==> config.mk <==
export PLATFORM = sky130hd
export DESIGN_NAME = serial_adder
export DESIGN_NICKNAME = d
export VERILOG_FILES = /design/src/rtl/serial_adder.sv
export SDC_FILE = /design/constraint.sdc
export NUM_CORES = 1
export LEC_CHECK = 0
export ABC_AREA = 1
export CAP_MARGIN = 10
export CORE_ASPECT_RATIO = 1.2
export CORE_UTILIZATION = 52
export CTS_BUF_LIST = sky130_fd_sc_hd__clkbuf_4
export DETAILED_ROUTE_END_ITERATION = 10
export PLACE_DENSITY = 0.89
export SLEW_MARGIN = 20
export SYNTH_ARGS = -nofsm -noshare
export SYNTH_HDL_FRONTEND = slang
export SYNTH_SLANG_ARGS = --single-unit
==> constraint.sdc <==
create_clock -name clk -period 1.94 [get_ports clk]
set_clock_uncertainty 0.15 [all_clocks]
set_input_delay 0.194 -clock clk [delete_from_list [all_inputs] [get_ports clk]]
set_output_delay 0.194 -clock clk [all_outputs]
set_load 0.005 [all_outputs]
==> src/rtl/serial_adder.sv <==
// Bit-serial adder: one full-adder cell, LSB first, one bit per clk.
// An operand pair is accepted in IDLE, added over WIDTH RUN cycles, and
// the result is held in DONE until the consumer takes it.
//
// state  | meaning
// -------+-----------------------------------------------------------
// IDLE   | waiting for in_valid; in_ready high
// RUN    | shifting one bit per cycle through the full adder
// DONE   | sum/carry_out presented, out_valid high until out_ready
module serial_adder #(
   parameter int WIDTH = 8
) (
   input  logic             clk,
   input  logic             rst_n,
   input  logic             in_valid,
   output logic             in_ready,
   input  logic [WIDTH-1:0] a,
   input  logic [WIDTH-1:0] b,
   input  logic             carry_in,
   output logic             out_valid,
   input  logic             out_ready,
   output logic [WIDTH-1:0] sum,
   output logic             carry_out,
   output logic             busy
);

   localparam int CW = $clog2(WIDTH) + 1;
   localparam logic [CW-1:0] CNT_LAST = CW'(WIDTH - 1);

   localparam logic [1:0] S_IDLE = 2'd0;
   localparam logic [1:0] S_RUN  = 2'd1;
   localparam logic [1:0] S_DONE = 2'd2;

   logic [1:0]       state;
   logic [WIDTH-1:0] a_sr;
   logic [WIDTH-1:0] b_sr;
   logic [WIDTH-1:0] sum_r;
   logic [WIDTH-1:0] sum_next;
   logic             carry_r;
   logic             s_bit;
   logic             c_next;
   logic [CW-1:0]    cnt;

   // Full-adder cell on the current LSBs; new sum bit enters at the MSB.
   always_comb begin
      s_bit    = a_sr[0] ^ b_sr[0] ^ carry_r;
      c_next   = (a_sr[0] & b_sr[0]) | (a_sr[0] & carry_r) | (b_sr[0] & carry_r);
      sum_next = sum_r >> 1;
      sum_next[WIDTH-1] = s_bit;
   end

   // Control FSM plus operand/sum shift registers and the carry register.
   always_ff @(posedge clk or negedge rst_n) begin
      if (!rst_n) begin
         state   <= S_IDLE;
         a_sr    <= '0;
         b_sr    <= '0;
         sum_r   <= '0;
         carry_r <= 1'b0;
         cnt     <= '0;
      end else begin
         case (state)
            S_IDLE: begin
               if (in_valid) begin
                  a_sr    <= a;
                  b_sr    <= b;
                  carry_r <= carry_in;
                  sum_r   <= '0;
                  cnt     <= '0;
                  state   <= S_RUN;
               end
            end
            S_RUN: begin
               a_sr    <= a_sr >> 1;
               b_sr    <= b_sr >> 1;
               sum_r   <= sum_next;
               carry_r <= c_next;
               cnt     <= cnt + CW'(1);
               if (cnt == CNT_LAST) begin
                  state <= S_DONE;
               end
            end
            S_DONE: begin
               if (out_ready) begin
                  state <= S_IDLE;
               end
            end
            default: begin
               state <= S_IDLE;
            end
         endcase
      end
   end

   // After the last RUN bit the carry register holds the final carry out.
   assign in_ready  = (state == S_IDLE);
   assign out_valid = (state == S_DONE);
   assign busy      = (state == S_RUN) || (state == S_DONE);
   assign sum       = sum_r;
   assign carry_out = carry_r;

endmodule

==> results.toml <==
[route]
routed_via_density = 5.18
via_count = 1248
drc = 0
drt_first_iter_violations = 27
dr.pass1.iters = 4
wl_per_cell_um = 12.6
routed_wl_mm = 3.03
postRouteAntennaNets = 0

[logic_synthesis]
synth_top_area_frac = 0.505
synth_xor_xnor_area_share = 0
synth_adder_area_share = 0.0537
ys_top_cells_by_area = "dfrtp_1 (50%), nand2_1 (13%), o211ai_1 (5.4%)"
syn_nets = 197
yosys.area_share.simple = 0.214
yosysTopAreaCell = "dfrtp_1"
syn_inst = 170
synth_top_family_by_area = "simple AND/OR/NAND/NOR gates"
synth-compound-area-share = 0.132
syn_area_um2 = 1540
syn_avg_cell_area_um2 = 9.04
synthMuxAreaShare = 0
yosysSeqAreaShare = 0.505
synth-seq-cells = 31
ys_warn_count = 0
synth.distinct_cells = 24

[critical_path]
critPathArrivalTime_ps = 1550
worst_path_largest_cell_delay_ps = 520
cp-end-kind = "output pin"
worstPathCellList = "inv_2, ha_2, clkdlybuf4s50_1"
crit_slowest_cell = "clkdlybuf4s50_1"
cp_max_fo = 5
crit_type = "reg2out"
worstPathRequired_ps = 1600
startpoint_type = "register"

[timing]
min_period_ps = 1900
tns_ps = 0
rsz0062_at_grt = "yes"
relSlewSlack = 0.743
tightest_slew_ps = 386
post-route-period-util = 0.979
drv_slew = 0
worst_slack_ps = 41.5
setup_viol_count_final = 0
fmax_mhz = 527
final_hold_viol_count = 0

[place]
port_buffers = 32
place.gp.congestion = 0.762
dp_slack_ps = 251
dp.cells = 232
dp_hpwl_mm = 2.19

[floorplan]
start_util = 0.547
pin_count = 33
die_w_um = 51.6
die_h_um = 61.5
die-area_um2 = 3180
core_area_um2 = 2810
num_rows = 21

[run_status]
outcome = "completed"

[power]
p_leak_uw = 0.000931
p_per_area_nw_per_um2 = 1560
p_total_uw = 3030
peakVddDrop_v = 0.00104

[global_route]
grt_use_total = 0.209
antenna_found_initial = 0
grt_max_degree = 32
overflow = 0
grt_pass1_wl_mm = 4.86
first_global_vias = 1201

[cells_and_area]
diodes = 0
nets = 233
syn2layout_area_growth_pct = 26.1
drive_gt1_frac = 0.140
finalNonFillerCells = 241

[clock_network]
clk_pin_slew_ps = 110
htreeDepth = 2
cts.hold.buffers_added = 0
clock-sinks = 31
cts_root_buffer = "clkbuf_4"
cts_made_buffers = 5
cts_tree = "yes"
clock_path_buffers = 2
worstSkewPairLatency_ps = 340

[hold_path]
hp-class = "in2async"

[run]
drv_cap = 0
## report_power, final
group / internal, uW / switching, uW
Sequential: 932 / 156
Clock: 265 / 217
Combinational: 630 / 830
Total: 1830 / 1200
## cell type report
cell class	instances	area, um^2
Timing Repair Buffer	36	349
Clock buffer	5	37.5
Sequential cell	31	776
Fill cell	225	873
Tap cell	34	42.5
Multi-Input combinational cell	112	617
Inverter	20	77.6
Clock inverter	3	38.8
## cell families after synthesis
family / count (synthesis)
AND/OR/NAND/NOR: 75
AO/OA/AOI/OAI: 31
adder cells (fa/ha/maj): 6
buffers and inverters: 27
flip-flops: 31
## sequential cells by signal, indices dropped and copies added, names as in the netlist
signal     count
cnt            4
carry_out      1
a_sr           8
state          2
b_sr           8
sum            8
## stage by stage
stage / util / cell area (um^2) / hold WS [ps]
after floorplan: - / 1540 / -252
after global placement: 0.659 / 1850 / 312
after detailed placement: 0.659 / 1850 / 319
after CTS: 0.689 / 1940 / 88.4
after global routing: 0.689 / 1940 / 123
final: 0.689 / 1940 / 83.9
## layout by cell type, fill, tap and decap left out, drive strengths merged
master	synthesis	final
or2	11	11
fa	1	1
o21ai	9	9
dfrtp	31	31
dlygate4sd2	0	1
nand2	55	55
o211ai	12	12
buf	7	4
clkdlybuf4s50	0	31
clkbuf	0	5
a21oi	3	3
nor2	3	3
ha	5	5
o22ai	7	7
clkinv	0	2
bufinv	0	1
inv	20	20
nand3	6	6
## final timing paths
kind | start | endpoint | slack (ps) | depth (start not counted)
min | rst_n | a_sr[4] | 80 | 2
max in group asynchronous | rst_n | sum[0] | 1260 | 2
max reg2reg | state[0] | carry_out | 210 | 7
min reg2reg | a_sr[6] | a_sr[6] | 350 | 2
max | state[1] | in_ready | 40 | 3
min in group clk | a[7] | a_sr[7] | 260 | 3
## cell usage after synthesis
cell type / n
buf_4: 1
nand2_1: 52
inv_4: 1
inv_2: 1
or2_2: 9
a21oi_1: 3
nand2_2: 2
or2_0: 1
o22ai_1: 7
o21ai_1: 5
ha_1: 5
inv_1: 18
o211ai_1: 11
or2_1: 1
fa_1: 1
buf_6: 5
nand2_4: 1
nor2_1: 3
nand3_1: 6
o211ai_2: 1
o21ai_0: 3
dfrtp_1: 31
buf_2: 1
o21ai_2: 1
## routing by layer
layer  global-route usage  vias up  wire, um
li1                     -      622         -
met1                0.222      591      1250
met2                0.397       27      1620
met3               0.0370        8       109
met4                0.104        0        61
met5                    0        -         0
## critical path: cells and delay by family, from the launching register on
kind	cells	cell delay [ps]
buf+inv	2	610
fa+ha+maj	1	210
flops	1	410
## what timing repair did
item                                    CTS  global route
buffers inserted                          1             0
resized for setup                         3             0
endpoints found under the setup margin    2             1
cloned                                    0             0
No activity file was read; power rests on OpenSTA's default activity.
